$ cat config.mk
export PLATFORM = sky130hd
export DESIGN_NAME = distfilter_flat
export DESIGN_NICKNAME = d
export VERILOG_FILES = /design/src/rtl/distfilter_if.sv /design/src/rtl/distfilter.sv /design/src/flat_wrapper.sv
export SDC_FILE = /design/constraint.sdc
export NUM_CORES = 1
export LEC_CHECK = 0
export ABC_AREA = 1
export BUFFER_PORTS_ARGS = -buffer_cell sky130_fd_sc_hd__buf_2
export CAP_MARGIN = 20
export CORE_ASPECT_RATIO = 0.8
export CORE_MARGIN = 2
export CORE_UTILIZATION = 42
export DETAILED_ROUTE_END_ITERATION = 6
export HOLD_SLACK_MARGIN = 0.02
export PLACE_DENSITY_LB_ADDON = 0.12
export RECOVER_POWER = 100
export REMOVE_ABC_BUFFERS = 1
export SYNTH_ARGS = -nofsm -noshare
export SYNTH_HDL_FRONTEND = slang
export SYNTH_SLANG_ARGS = --single-unit
$ cat constraint.sdc
create_clock -name clk -period 2.85 [get_ports clk]
set_clock_uncertainty 0.15 [all_clocks]
set_input_delay 0.285 -clock clk [delete_from_list [all_inputs] [get_ports clk]]
set_output_delay 0.285 -clock clk [all_outputs]
set_load 0.05 [all_outputs]
$ cat src/rtl/distfilter_if.sv
// distfilter_if: ring buffer read port plus filtered-distance outputs.
// master = distfilter (drives the read address and the published result),
// slave  = ring buffer / sensor / downstream side.
interface distfilter_if #(
    parameter int W  = 12,
    parameter int AW = 3
);
    logic          wrstrobe;
    logic [AW-1:0] rdaddr;
    logic [W-1:0]  rddata;
    logic [W-1:0]  filtered;
    logic          valid;
    logic          busy;
    logic          primed;

    modport master (
        input  wrstrobe,
        input  rddata,
        output rdaddr,
        output filtered,
        output valid,
        output busy,
        output primed
    );

    modport slave (
        output wrstrobe,
        output rddata,
        input  rdaddr,
        input  filtered,
        input  valid,
        input  busy,
        input  primed
    );
endinterface

$ cat src/rtl/distfilter.sv
// distfilter: after each ring buffer write strobe, sweeps all DEPTH entries
// through the buffer's registered read port, accumulates them and publishes a
// filtered distance with a one-cycle valid pulse.
//
// Optional feature: define DISTFILTER_OUTLIER_EN to drop the minimum and
// maximum sample of each sweep and publish floor((sum-min-max)*171/1024),
// saturated to the W-bit range. This adds a SCALE state (one extra cycle).
module distfilter #(
    parameter int DEPTH = 8,
    parameter int W     = 12
) (
    input  logic         clk,
    input  logic         reset,
    distfilter_if.master bus
);

    localparam int AW = $clog2(DEPTH);
    localparam int SW = W + AW;          // accumulator width, cannot overflow
    localparam logic [AW-1:0] LAST_ADDR = AW'(DEPTH - 1);

    typedef enum logic [2:0] {
        IDLE,
        READ,
        LAST,
`ifdef DISTFILTER_OUTLIER_EN
        SCALE,
`endif
        DONE
    } state_t;

    state_t        state;
    logic [SW-1:0] acc;
    logic [3:0]    strobe_cnt;
    logic          pending;
    logic [AW-1:0] rdaddr;
    logic [W-1:0]  filtered;
    logic          valid;
    logic          busy;
    logic          primed;
    logic [SW-1:0] acc_next;

    assign primed   = (strobe_cnt >= 4'(DEPTH));
    assign acc_next = acc + SW'(bus.rddata);

`ifdef DISTFILTER_OUTLIER_EN
    logic [W-1:0]    min_s;
    logic [W-1:0]    max_s;
    logic [W-1:0]    min_next;
    logic [W-1:0]    max_next;
    logic [SW-1:0]   trimmed;
    logic [SW+7:0]   product;
    logic [SW-3:0]   scaled;
    logic [W-1:0]    scaled_sat;

    // Running min/max including the sample arriving this cycle; strict compares
    // keep a single instance of tied extremes.
    always_comb begin
        min_next = (bus.rddata < min_s) ? bus.rddata : min_s;
        max_next = (bus.rddata > max_s) ? bus.rddata : max_s;
    end

    // Drop the extremes, multiply by 171/1024 (~1/6) and clamp to W bits.
    always_comb begin
        // NOTE: every always_comb output gets a value on every path so no latch is inferred.
        trimmed    = acc - SW'(min_s) - SW'(max_s);
        product    = (SW+8)'(trimmed) * (SW+8)'(171);
        scaled     = product[SW+7:10];
        scaled_sat = scaled[SW-3] ? {W{1'b1}} : scaled[W-1:0];
    end
`endif

    // Sweep sequencer: read address, accumulation, pending strobe, strobe count, outputs.
    always_ff @(posedge clk or posedge reset) begin
        if (reset) begin
            state      <= IDLE;
            acc        <= '0;
            strobe_cnt <= '0;
            pending    <= 1'b0;
            rdaddr     <= '0;
            filtered   <= '0;
            valid      <= 1'b0;
            busy       <= 1'b0;
`ifdef DISTFILTER_OUTLIER_EN
            min_s      <= {W{1'b1}};
            max_s      <= '0;
`endif
        end else begin
            // NOTE: sequential state uses non-blocking assignments so every register samples pre-edge values.
            valid <= 1'b0;

            if (bus.wrstrobe && strobe_cnt != 4'hF)
                strobe_cnt <= strobe_cnt + 4'd1;

            // Strobes arriving mid-sweep (including DONE) merge into one pending sweep.
            if (bus.wrstrobe && state != IDLE)
                pending <= 1'b1;

            case (state)
                IDLE: begin
                    if (bus.wrstrobe) begin
                        state  <= READ;
                        rdaddr <= '0;
                        acc    <= '0;
                        busy   <= 1'b1;
`ifdef DISTFILTER_OUTLIER_EN
                        min_s  <= {W{1'b1}};
                        max_s  <= '0;
`endif
                    end
                end

                READ: begin
                    // Read data lags the address by one cycle; nothing to add on address 0.
                    if (rdaddr != '0) begin
                        acc   <= acc_next;
`ifdef DISTFILTER_OUTLIER_EN
                        min_s <= min_next;
                        max_s <= max_next;
`endif
                    end
                    if (rdaddr == LAST_ADDR) begin
                        state  <= LAST;
                        rdaddr <= '0;
                    end else begin
                        rdaddr <= rdaddr + 1'b1;
                    end
                end

                LAST: begin
                    acc <= acc_next;
`ifdef DISTFILTER_OUTLIER_EN
                    min_s <= min_next;
                    max_s <= max_next;
                    state <= SCALE;
`else
                    if (primed) begin
                        filtered <= acc_next[SW-1:AW];
                        valid    <= 1'b1;
                    end
                    state <= DONE;
`endif
                end

`ifdef DISTFILTER_OUTLIER_EN
                SCALE: begin
                    if (primed) begin
                        filtered <= scaled_sat;
                        valid    <= 1'b1;
                    end
                    state <= DONE;
                end
`endif

                DONE: begin
                    if (pending || bus.wrstrobe) begin
                        state   <= READ;
                        pending <= 1'b0;
                        rdaddr  <= '0;
                        acc     <= '0;
`ifdef DISTFILTER_OUTLIER_EN
                        min_s   <= {W{1'b1}};
                        max_s   <= '0;
`endif
                    end else begin
                        state <= IDLE;
                        busy  <= 1'b0;
                    end
                end

                default: begin
                    state <= IDLE;
                    busy  <= 1'b0;
                end
            endcase
        end
    end

    assign bus.rdaddr   = rdaddr;
    assign bus.filtered = filtered;
    assign bus.valid    = valid;
    assign bus.busy     = busy;
    assign bus.primed   = primed;

endmodule

$ cat src/flat_wrapper.sv
// flat-port wrapper written by rule: the top's interface ports become plain ports
module distfilter_flat 
#(
    parameter int DEPTH = 8,
    parameter int W     = 12
)
  (clk, reset, bus_wrstrobe, bus_rddata, bus_rdaddr, bus_filtered, bus_valid, bus_busy, bus_primed);
  distfilter_if #(.W(W), .AW(3)) bus_i ();
  input  logic clk;
  input  logic reset;
  input wire logic [$bits(bus_i.wrstrobe)-1:0] bus_wrstrobe;
  input wire logic [$bits(bus_i.rddata)-1:0] bus_rddata;
  output wire logic [$bits(bus_i.rdaddr)-1:0] bus_rdaddr;
  output wire logic [$bits(bus_i.filtered)-1:0] bus_filtered;
  output wire logic [$bits(bus_i.valid)-1:0] bus_valid;
  output wire logic [$bits(bus_i.busy)-1:0] bus_busy;
  output wire logic [$bits(bus_i.primed)-1:0] bus_primed;
  assign bus_i.wrstrobe = bus_wrstrobe;
  assign bus_i.rddata = bus_rddata;
  assign bus_rdaddr = bus_i.rdaddr;
  assign bus_filtered = bus_i.filtered;
  assign bus_valid = bus_i.valid;
  assign bus_busy = bus_i.busy;
  assign bus_primed = bus_i.primed;
  distfilter #(.DEPTH(DEPTH), .W(W)) u_core (.clk(clk), .reset(reset), .bus(bus_i));
endmodule
After elaboration in Yosys (flattened, before gate mapping)
Index checks and enable logic that the tools add are counted.
{"block": "word_totals", "regBits": 40, "input_bits": 15, "output_inout_bits": 18, "word_cells": 57}
{"block": "op_classes", "add_sub_neg": 3, "order_cmp": 1, "eq_ne": 10, "mux": 20, "bitwise": 1, "reduce_logical": 14}
{"op": "15-bit one-hot mux with 4 select lines", "n": 1}
{"op": "15-bit 2-to-1 mux", "n": 3}
{"op": "15-bit by 12-bit adder with 15-bit output", "n": 1}
{"op": "3-bit 2-to-1 mux", "n": 5}
{"op": "3-bit one-hot mux with 4 select lines", "n": 1}
{"op": "3-bit one-hot mux with 3 select lines", "n": 1}
{"op": "3-bit nonzero test", "n": 3}
{"op": "1-bit 2-to-1 mux", "n": 8}
{"op": "3-bit by 2-bit equality test with 1-bit output, second input constant", "n": 2}
{"op": "2-bit by 1-bit inequality test with 1-bit output, second input constant", "n": 3}
{"op": "3-bit AND reduction", "n": 2}
{"op": "4-bit by 1-bit adder with 4-bit output, second input constant", "n": 1}
{"op": "4-bit greater-or-equal comparator, second input constant", "n": 1}
{"op": "2-bit inequality test, second input constant", "n": 2}
{"op": "4-bit inequality test, second input constant", "n": 1}
{"op": "2-bit AND reduction", "n": 2}
{"op": "4-bit AND reduction", "n": 1}
{"op": "4-bit nonzero test", "n": 1}
{"op": "3-bit by 1-bit adder with 3-bit output, second input constant", "n": 1}
{"op": "3-bit by 1-bit equality test with 1-bit output, second input constant", "n": 1}
{"op": "3-bit equality test, second input constant", "n": 1}
{"op": "3-bit zero test", "n": 1}
{"op": "1-bit one-hot mux with 3 select lines", "n": 1}
{"op": "1-bit logical AND", "n": 2}
{"op": "other kinds (3)", "n": 3}

Depth between registers and ports, before layout
Gate-level depths: netlist of the first run.
{"block": "logic_depth", "word_depth": 5, "depth_mapped": 11, "ltp_nobuf": 11}

Worst setup path before layout of the first run
No wires, ideal clock.
{"block": "synth_path", "path_type": "register to register", "startpoint": "register u_core.rdaddr[0] (netlist: u_core.bus.rdaddr[0])", "endpoint": "register u_core.acc[12]", "setup_ns": 0.065, "t_arrival_ns": 1.587, "required_time_ns": 2.635, "setup_slack_ns": 1.048, "path_stages_with_launch": 9, "n_path_buf": 1, "period_less_slack_ns": 1.802, "path_cell_list": "dfrtp_1 -> inv_1 -> ha_1 -> nand3_1 -> nand3_4 -> nor2_4 -> buf_6 -> nand3_1 -> nand2_1"}
{"block": "synth_between", "elab_chain_cells": 3}
{"item": "start: declaration", "line_no": "distfilter.sv:35", "source": "logic [AW-1:0] rdaddr;"}
{"item": "start signal: assignment", "line_no": "distfilter.sv:125", "source": "rdaddr <= rdaddr + 1'b1;"}
{"item": "3-bit nonzero test", "line_no": "distfilter.sv:114", "source": "if (rdaddr != '0) begin"}
{"item": "2-bit by 1-bit inequality test with 1-bit output (no line)"}
{"item": "4-bit AND reduction (no line)"}
{"item": "end signal: assignment", "line_no": "distfilter.sv:115", "source": "acc <= acc_next;"}
{"item": "end signal: assignment", "line_no": "distfilter.sv:130", "source": "acc <= acc_next;"}
{"item": "end: declaration", "line_no": "distfilter.sv:32", "source": "logic [SW-1:0] acc;"}
No other way between the ends.
A chain may end at the register's enable or synchronous reset.

Worst setup path in the final report of the first run
{"block": "layout_path", "startpoint": "register u_core.state[0]", "endpoint": "register u_core.acc[2]"}
{"block": "layout_between", "elab_chain_cells": 3, "elab_cells_between_ends": 10, "classes_between": "eq/ne (6); mux (1); reduce/logical (3)"}
{"item": "start: declaration", "line_no": "distfilter.sv:31", "source": "state_t state;"}
{"item": "start signal: assignment", "line_no": "distfilter.sv:75", "source": "state <= IDLE;"}
{"item": "start signal: assignment", "line_no": "distfilter.sv:101", "source": "state <= READ;"}
{"item": "start signal: assignment", "line_no": "distfilter.sv:122", "source": "state <= LAST;"}
{"item": "3-bit by 1-bit equality test with 1-bit output, or another cell as far along", "line_no": "distfilter.sv:98", "source": "case (state)"}
{"item": "2-bit by 1-bit inequality test with 1-bit output (no line), or another cell as far along"}
{"item": "4-bit AND reduction (no line)"}
Parallel ways exist; a longest one is shown, timed or not.

==> results of run 1 <==
-- worst max-delay path by stage --
stage / startpoint / end / slack, ns / depth (start not counted)
floorplan: u_core.bus.rdaddr[0] / u_core.acc[2] / 0.91 / 7
global placement: bus_rddata[0] / u_core.bus.filtered[7] / 0.81 / 11
detailed placement: bus_rddata[0] / u_core.bus.filtered[7] / 0.79 / 11
CTS: u_core.state[0] / u_core.acc[2] / 0.77 / 8
global route: u_core.state[0] / u_core.acc[2] / 0.38 / 8
finish: u_core.state[0] / u_core.acc[2] / 0.58 / 8
-- sequential cells by signal, indices dropped and copies added, names as in the netlist --
| signal | flops |
|---|---|
| u_core.bus.busy | 1 |
| u_core.bus.valid | 1 |
| u_core.state | 2 |
| u_core.strobe_cnt | 4 |
| u_core.bus.filtered | 12 |
| u_core.pending | 1 |
| u_core.bus.rdaddr | 3 |
| u_core.acc | 15 |
-- logic make-up (layout without fill, tap and decap cells) --
group,Yosys count,in the layout,share of synthesized area
AO/OA/AOI/OAI,29,29,0.0692
flip-flops,39,39,0.394
AND/OR/NAND/NOR,174,174,0.301
XOR/XNOR,9,9,0.0318
adder cells (fa/ha/maj),22,22,0.114
buffers and inverters,56,93,0.0899
-- where the power goes --
group	leakage [uW]	total (uW)	switching, uW	internal, uW
clock network	0.0000505	423	203	220
registers	0.000495	957	157	800
logic	0.00102	1900	1340	556
-- per-layer routing --
metal,vias up,share of wire,track usage
met5,-,0,0
li1,1099,-,-
met4,0,0.0098,0.0547
met3,5,0.045,0.0362
met2,39,0.41,0.258
met1,936,0.54,0.247
-- cells in the final DEF, fill, tap and decap left out, types with 3 or more instances in the layout --
master    instances
a21oi_1           8
a22o_1            4
buf_2            14
clkbuf_1         18
clkbuf_8          7
dfrtp_1          39
ha_1             21
inv_1            51
nand2_1         119
nand3_1          27
nand4_1           3
nor2_1           14
o21ai_0          15
xnor2_1           3
xor2_1            6
-- through the flow --
stage,util,instances
final,0.500,444
after global routing,0.500,444
after CTS,0.506,444
after detailed placement,0.485,435
after global placement,0.485,435
after floorplan,-,324
-- layout make-up --
| type | instances | area [um^2] | area share |
|---|---|---|---|
| Clock buffer | 7 | 96.3 | 0.0345 |
| Clock inverter | 1 | 7.51 | 0.00269 |
| Inverter | 51 | 191 | 0.0686 |
| Multi-Input combinational cell | 234 | 1270 | 0.455 |
| Sequential cell | 39 | 976 | 0.350 |
| Tap cell | 78 | 97.6 | 0.0350 |
| Timing Repair Buffer | 34 | 153 | 0.0547 |
-- worst max-delay path, delay by kind of cell, from the launching register on --
kind | cells | cell delay, ns
simple gates | 3 | 0.94
flops | 1 | 0.38
compound gates | 2 | 0.32
fa+ha+maj | 1 | 0.20
buf+inv | 2 | 0.18
==> results_dict.tcl, run 1 <==
set metrics [dict create \
    num_antenna_cells 0 \
    ctsResizeCount 0 \
    drv_cap 0 \
    htreeDepth 2 \
    start_util 0.444 \
    tightest_slew_ns 0.962 \
    avgRoutedWirePerCell_um 11.8 \
    ys.flop_type "dfrtp_1" \
    endpoint_kind "flip-flop" \
    rows 24 \
    preCtsSetupSlack_ns 0.793 \
    path_max_fanout 16 \
    dieArea_mm2 0.00653 \
    synth_area_mm2 0.00248 \
    grt_overflow 0 \
    hold_class "in -> reg" \
    drc 0 \
    critPathMaxStageDelay_ns 0.41 \
    rsz0062_at_grt "no" \
    io_buffers 32 \
    fin_area_mm2 0.00279 \
    min_path_cells 3 \
    fin_ws_ns 0.584 \
    clock_latency_ns 0.29 \
    hold-path-endpoint "u_core.strobe_cnt[0]" \
    die_h_um 72.7 \
    die_w_um 89.9 \
    areaGrowthSynthToFinish_pct 12.7 \
    yosysSeqAreaShare 0.394 \
    reg2reg_from "u_core.state[0]" \
    clockBufferDepth 2 \
    path_clk_slew_ns 0.08 \
    hold_viol_final 0 \
    drive_gt1_frac 0.0792 \
    coreArea_mm2 0.00559 \
    drtIter0Drc 75 \
    cts_buffers 5 \
    cts_tree "built" \
    via_count 2079 \
    status "completed" \
    routed_via_density 4.68 \
    yosys_warnings 0 \
    setup_violations 0 \
    synth_common_cells "nand2_1, inv_1, dfrtp_1, nand3_1, ha_1" \
    min_period_over_period 0.795 \
    cp-start-kind "flip-flop" \
    final_max_slew_viol_count 0 \
    cp_slowest_cell "nor2_4" \
    nFillCells 593 \
    async_flop_share 1.00 \
    critical_path_class "reg -> reg" \
    cts_hold_buf 1 \
    fin_crit_ns 2.27 \
    worstRegToRegCells 8 \
    grt_util_all_layers 0.171 \
    power_uw 3280 \
    synth.most_common_cell "nand2_1" \
    rrSetupSlack_ns 0.58 \
    synth_edf_count 0 \
    yosys-top-cells-area "dfrtp_1, nand2_1, ha_1, inv_1, nand3_1" \
    whs_ns 0.154 \
    yosysTopAreaCell "dfrtp_1" \
    avgSynthCellArea_um2 7.53 \
    dpl-instance-area_mm2 0.00271 \
    p_leak_uw 0.00157 \
    dp_hpwl_mm 3.96 \
    synthCells 329 \
    synth_top_area_share 0.394 \
    synthDistinctLibCells 30 \
    root_buffer "clkbuf_8" \
    p_per_area_mw_per_mm2 1170 \
    grt_max_degree 40 \
    min-delay-start "bus_wrstrobe" \
    ir_worst_vdd_mv 0.473 \
    fmax_ghz 0.441 \
    cts_setup_buffers 0 \
    max_slew_margin 0.359 \
    ios 33 \
    finalSetupTns_ns 0 \
    dr.pass1.iters 4 \
    antenna_found_initial 0 \
    critical_path.reg2reg.endpoint "u_core.acc[2]" \
    crit_chain "inv_1 > ha_1 > inv_1 > or2_0 > nand3_4 > nor2_4 > o21ai_0 > o21ai_0" \
    worstPathArrival_ns 2.32 \
    synth-seq-cells 39 \
    gp_congestion 0.826 \
    drt-total-wl_mm 5.23 \
    grt_first_pass_wirelength_mm 8.96 \
    nets 402 \
    grt_pass1_vias 2004 \
    critPathRequiredTime_ns 2.91 \
    clock_sinks 39 \
    drtAntennaViolNets 0 \
]
(Power assumes the default switching activity.)
==> run 2: changes to the inputs <==
--- a/config.mk
+++ b/config.mk
@@ -5,7 +5,7 @@
 export SDC_FILE = /design/constraint.sdc
 export NUM_CORES = 1
 export LEC_CHECK = 0
-export ABC_AREA = 1
+export ABC_AREA = 0
 export BUFFER_PORTS_ARGS = -buffer_cell sky130_fd_sc_hd__buf_2
 export CAP_MARGIN = 20
 export CORE_ASPECT_RATIO = 0.8
==> constraint.sdc (replaced) <==
create_clock -name clk -period 2.2 [get_ports clk]
set_clock_uncertainty 0.15 [all_clocks]
set_input_delay 0.22 -clock clk [delete_from_list [all_inputs] [get_ports clk]]
set_output_delay 0.22 -clock clk [all_outputs]
set_load 0.05 [all_outputs]
==> run 2 against run 1 <==
The flow now finishes with violations (setup timing). Worst setup slack got worse by 0.73 ns. Wire length shrank 7.0%. Non-clock buffer count is 20 higher. Sequential cell count did not move. Combinational power up 54%. Maximum frequency down 3.4%. Die area is 9.2% lower. Count of clock-buffer cells in the layout decreased by 1. Via count decreased by 14%. Clock power increased by 46%. Critical path depth rose by 1. Synthesized area shrank 9.6%. Largest cell class unchanged.
==> results_dict.tcl, run 2 <==
set metrics [dict create \
    ios 33 \
    hold_class "in -> reg" \
    hold_viol_final 0 \
    yosysSeqAreaShare 0.436 \
    cp-start-kind "flip-flop" \
    areaGrowthSynthToFinish_pct 25.8 \
    start_util 0.442 \
    multiInputGateArea_mm2 0.00128 \
    min_path_cells 3 \
    power_uw 4800 \
    rrSetupSlack_ns -0.15 \
    synth.most_common_cell "dfrtp_1" \
    path_clk_slew_ns 0.08 \
    synth_edf_count 0 \
    largest_reg_flops 15 \
    synth_mux_area_frac 0.0397 \
    grt_busiest_layer "met1" \
    critical-path-top-delay-family "compound AO/OA/AOI/OAI gates" \
    drtIter0Drc 92 \
    synth_compound_area_frac 0.181 \
    synth_common_cells "dfrtp_1, nand2_1, ha_1, a21oi_1, o21ai_0" \
    path_buf_inv 1 \
    via_count 1784 \
    synthSimpleGateAreaFrac 0.129 \
    antenna_found_initial 0 \
    cp_slowest_cell "dfrtp_1" \
    drt-total-wl_mm 4.86 \
    nFillCells 487 \
    clockBufferDepth 2 \
    yosysTopAreaCell "dfrtp_1" \
    drive_gt1_frac 0.260 \
    synth-seq-cells 39 \
    ff_latch_area_um2 976 \
    final_max_slew_viol_count 0 \
    drv_cap 0 \
    critical_path_class "reg -> reg" \
    synth_area_mm2 0.00224 \
    rows 23 \
    hold-path-endpoint "u_core.bus.busy" \
    synthCells 225 \
    critPathRequiredTime_ns 2.21 \
    cts_tree "built" \
    avgRoutedWirePerCell_um 14.2 \
    min_period_over_period 1.07 \
    drtAntennaViolNets 0 \
    grt_first_pass_wirelength_mm 8.16 \
    synth_xor_area_frac 0.0548 \
    min-delay-start "bus_wrstrobe" \
    fmax_ghz 0.426 \
    die_w_um 85.6 \
    p_per_area_mw_per_mm2 1700 \
    violations "setup timing" \
    ir_worst_vdd_mv 0.817 \
    reg2reg_from "u_core.acc[0]" \
    synth_top_family_by_area "compound AO/OA/AOI/OAI gates" \
    io_buffers 32 \
    p_leak_uw 0.00138 \
    clock_latency_ns 0.28 \
    grt_util_all_layers 0.173 \
    cts_buffers 5 \
    endpoint_kind "flip-flop" \
    die_h_um 69.3 \
    htreeDepth 2 \
    root_buffer "clkbuf_8" \
    nets 317 \
    status "finished, violations left" \
    grt_pass1_vias 1698 \
    setup_violations 9 \
    met2_usage 0.246 \
    grt_overflow 0 \
    routed_via_density 5.20 \
    final_common_cell "dfrtp_1" \
    async_flop_share 1.00 \
    tightest_slew_ns 0.978 \
    coreArea_mm2 0.00506 \
    yosys_warnings 0 \
    rsz0062_at_grt "yes" \
    num_antenna_cells 0 \
    yosys-top-cells-area "dfrtp_1, ha_1, nand2_1, xnor2_1, a21oi_1" \
    drc 0 \
    critical_path.reg2reg.endpoint "u_core.acc[14]" \
    synthDistinctLibCells 41 \
    avgSynthCellArea_um2 9.95 \
    grt_max_degree 40 \
    synthAdderAreaFrac 0.126 \
    dr.pass1.iters 4 \
    worstPathArrival_ns 2.36 \
    layout_common_cells "dfrtp_1, nand2_1, ha_1, clkbuf_1, buf_4" \
    whs_ns 0.133 \
    path_max_fanout 3 \
    dieArea_mm2 0.00593 \
    max_slew_margin 0.348 \
    fin_crit_ns 2.35 \
    use_met1 0.271 \
    grtUsageMet3 0.0369 \
    critPathMaxStageDelay_ns 0.39 \
    gp_congestion 0.783 \
    worstRegToRegCells 9 \
    top_regs "u_core.acc: 15 flops, u_core.bus.filtered: 12 flops, u_core.strobe_cnt: 4 flops" \
    ys.flop_type "dfrtp_1" \
    synth_top_area_share 0.436 \
    clock_sinks 39 \
    dp_hpwl_mm 3.56 \
    fin_ws_ns -0.146 \
    crit_chain "ha_2 > fa_2 > a21o_1 > a221oi_2 > buf_4 > a2bb2oi_4 > nand3b_4 > mux2i_1 > o21ai_1" \
    largest_register "u_core.acc" \
]
-- run 2: changes by cell type in the layout (fill, tap and decap cells not counted), moves of 16 or more --
cell / change
buf_4: +16
inv_1: -37
nand2_1: -85
nand3_1: -25
-- run 2: worst max path at each step --
stage,depth (start not counted),startpoint,slack (ns),to
2_1_floorplan,6,u_core.bus.rdaddr[0],-0.72,u_core.acc[3]
3_3_place_gp,9,u_core.acc[0],-0.20,u_core.acc[14]
3_5_place_dp,9,u_core.acc[0],-0.26,u_core.acc[14]
4_1_cts,9,u_core.acc[0],-0.16,u_core.acc[14]
5_1_grt,9,u_core.acc[0],-0.27,u_core.acc[14]
6_report,9,u_core.acc[0],-0.15,u_core.acc[14]
-- run 2: per-stage QoR --
| step | TNS (ns) | setup WS, ns | area, um^2 | utilization | std cells |
|---|---|---|---|---|---|
| floorplan | -8.60 | -0.717 | 2220 | - | 219 |
| global placement | -0.960 | -0.203 | 2580 | 0.510 | 330 |
| detailed placement | -1.41 | -0.257 | 2580 | 0.510 | 330 |
| CTS | -0.633 | -0.155 | 2740 | 0.542 | 341 |
| global route | -2.40 | -0.265 | 2820 | 0.556 | 343 |
| finish | -0.765 | -0.146 | 2820 | 0.556 | 343 |
-- run 2: repair_timing --
item	CTS	global route
setup endpoints to repair	10	21
buffers inserted	2	2
gates resized for setup	10	19
hold buffers	1	0
pin swaps	7	7
endpoints found under the hold margin	39	0
-- run 2: cell families after synthesis --
logic type      count (synthesis)
xor+xnor                       14
simple gates                   61
fa+ha+maj                      22
compound gates                 61
buf+inv                        20
mux                             8
flops                          39
-- run 2: final cells by class --
cell class	instances	area share
Timing Repair Buffer	54	0.109
Tap cell	62	0.0276
Inverter	14	0.0187
Clock inverter	2	0.0124
Sequential cell	39	0.347
Clock buffer	6	0.0293
Multi-Input combinational cell	166	0.456
-- run 2: layer usage --
| layer | vias up | wire length (um) |
|---|---|---|
| met5 | - | 0 |
| met4 | 0 | 47 |
| met3 | 7 | 201 |
| met2 | 40 | 2020 |
| met1 | 830 | 2590 |
| li1 | 907 | - |
-- run 2: tightest hold or removal path, delay by kind of cell --
family | cells | cell delay (ns)
buffers and inverters | 1 | 0.14
AO/OA/AOI/OAI | 2 | 0.16
-- run 2: power by group --
group / internal (uW) / switching, uW / leakage [uW]
clock network: 367 / 249 / 0.0000612
registers: 1040 / 220 / 0.000491
logic: 1120 / 1800 / 0.000831
total: 2530 / 2270 / 0.00138
==> run 3: changes to the inputs <==
--- a/config.mk
+++ b/config.mk
@@ -5,17 +5,16 @@
 export SDC_FILE = /design/constraint.sdc
 export NUM_CORES = 1
 export LEC_CHECK = 0
-export ABC_AREA = 0
+export ABC_AREA = 1
 export BUFFER_PORTS_ARGS = -buffer_cell sky130_fd_sc_hd__buf_2
 export CAP_MARGIN = 20
 export CORE_ASPECT_RATIO = 0.8
 export CORE_MARGIN = 2
-export CORE_UTILIZATION = 42
+export CORE_UTILIZATION = 40
 export DETAILED_ROUTE_END_ITERATION = 6
 export HOLD_SLACK_MARGIN = 0.02
 export PLACE_DENSITY_LB_ADDON = 0.12
 export RECOVER_POWER = 100
-export REMOVE_ABC_BUFFERS = 1
 export SYNTH_ARGS = -nofsm -noshare
 export SYNTH_HDL_FRONTEND = slang
 export SYNTH_SLANG_ARGS = --single-unit
==> run 3 against run 2 <==
The flow now finishes without violations. Final cell count grew 31%. Sequential cell count unchanged. Combinational power fell by 15%. Register-to-register slack gained 0.36 ns. Global-route usage about the same. First-iteration DRC count grew 3.3%. Critical endpoint is now u_core.acc[0]. Largest cell class unchanged.
==> results_dict.tcl, run 3 (synthesis results as in run 1) <==
set metrics [dict create \
    status "completed" \
    final_cell_count_no_fill 451 \
    largest_register "u_core.acc" \
    dpl-instance-area_mm2 0.00275 \
    final_max_slew_viol_count 0 \
    clock_sinks 39 \
    grt_pass1_vias 1942 \
    dp_hpwl_mm 4.05 \
    fin_crit_ns 1.99 \
    io_buffers 32 \
    cts_tree "built" \
    coreArea_mm2 0.00594 \
    start_util 0.417 \
    p_leak_uw 0.00159 \
    final_common_cell "nand2_1" \
    grt_first_pass_wirelength_mm 9.29 \
    cp_common_cell "inv_1" \
    layout_common_cells "nand2_1, inv_1, dfrtp_1" \
    worstPathArrival_ns 2.02 \
    htreeDepth 2 \
    grt_max_degree 40 \
    worstRegToRegCells 7 \
    drive_gt1_frac 0.0838 \
    critPathMaxStageDelay_ns 0.42 \
    hold_class "in -> reg" \
    min_period_over_period 0.904 \
    largest_reg_flops 15 \
    dr.pass1.iters 4 \
    endpoint_kind "flip-flop" \
    met2WireLength_mm 2.16 \
    die_w_um 92.0 \
    cts_setup_buffers 0 \
    critical-path-top-delay-family "buffers and inverters" \
    num_antenna_cells 0 \
    avgRoutedWirePerCell_um 11.9 \
    path_max_fanout 15 \
    drtAntennaViolNets 0 \
    max_slew_margin 0.333 \
    gp_congestion 0.842 \
    via_count 2073 \
    root_buffer "clkbuf_8" \
    hold_viol_final 0 \
    min_path_cells 3 \
    die_h_um 74.4 \
    drtIter0Drc 95 \
    cp_slowest_cell "dfrtp_1" \
    clockBufferDepth 2 \
    antenna_found_initial 0 \
    dp.cells 442 \
    top_regs "u_core.acc: 15 flops, u_core.bus.filtered: 12 flops, u_core.strobe_cnt: 4 flops" \
    grt_overflow 0 \
    cp-start-kind "flip-flop" \
    drt-total-wl_mm 5.37 \
    path_clk_slew_ns 0.08 \
    post-route-util 0.475 \
    crit_chain "inv_1 > ha_1 > inv_1 > or2_0 > nand3_4 > clkbuf_2 > a22o_1" \
    finalSetupTns_ns 0 \
    power_uw 4350 \
    rsz0062_at_grt "no" \
    setup_violations 0 \
    cts_buffers 5 \
    rows 25 \
    maxUsedRoutingLayer "met4" \
    grt_util_all_layers 0.173 \
    fin_area_mm2 0.00283 \
    path_buf_inv 3 \
    path_depth 7 \
    tightest_slew_ns 1.00 \
    ir_worst_vdd_mv 0.654 \
    routed_via_density 4.60 \
    dieArea_mm2 0.00684 \
    wl_met3_um 203 \
    areaGrowthSynthToFinish_pct 14.0 \
    critPathRequiredTime_ns 2.23 \
    drv_cap 0 \
    nets 406 \
    p_per_area_mw_per_mm2 1540 \
    ios 33 \
    critical_path_class "reg -> reg" \
    drc 0 \
    clock_latency_ns 0.29 \
    fmax_ghz 0.503 \
    wl_met1_mm 2.97 \
    syn-num-nets 366 \
]
## run 3: cell types whose count changed in the layout (fill, tap and decap cells not counted), moves of 7 or more
cell,delta
nor2_1,+7
mux2_2,-7
nand2_1,+86
o21ai_0,+7
inv_1,+37
nand3_1,+26
buf_4,-15
## run 3: power breakdown
part | switching [uW] | internal (uW)
clock | 262 | 367
combinational | 1730 | 752
sequential | 202 | 1040
## run 3: through the flow
stage               hold WS, ns  worst slack [ns]
CTS                      0.0894             0.202
finish                   0.0961             0.211
global placement          0.225             0.256
floorplan                 0.237             0.398
detailed placement        0.236             0.222
global route             0.0911            0.0359
## run 3: worst paths after layout
check / startpoint / end / slack (ns)
min: bus_wrstrobe / u_core.strobe_cnt[0] / 0.1
max: u_core.state[1] / u_core.acc[0] / 0.21
max in group asynchronous: reset / u_core.acc[9] / 0.66
max reg2reg: u_core.state[1] / u_core.acc[0] / 0.21
min in group asynchronous: reset / u_core.acc[11] / 0.63
min reg2reg: u_core.bus.filtered[1] / u_core.bus.filtered[1] / 0.33
## run 3: layout make-up
type                    instances  area, um^2
clock buffers                   6        82.6
clock inverters                 2        35.0
fillers                       641        3120
inverters                      51         191
multi-input cells             234        1260
flip-flops and latches         39         976
well taps                      81         101
repair buffers                 38         174
## run 3: timing repair
action | in CTS | in global routing
hold buffers | 1 | 0
endpoints found under the hold margin | 39 | 0
endpoints found under the setup margin | 0 | 1
gates resized for setup | 0 | 1
## run 3: worst min-delay path, cell delays in order
cell and delay, ns:
buf_2 0.13, nand2_1 0.09, xor2_1 0.06
## run 3: metal layers
layer | vias to the layer above | GRT usage
met2 | 38 | 0.260
met5 | - | 0
met1 | 919 | 0.258
met3 | 5 | 0.0395
li1 | 1111 | -
met4 | 0 | 0.0299
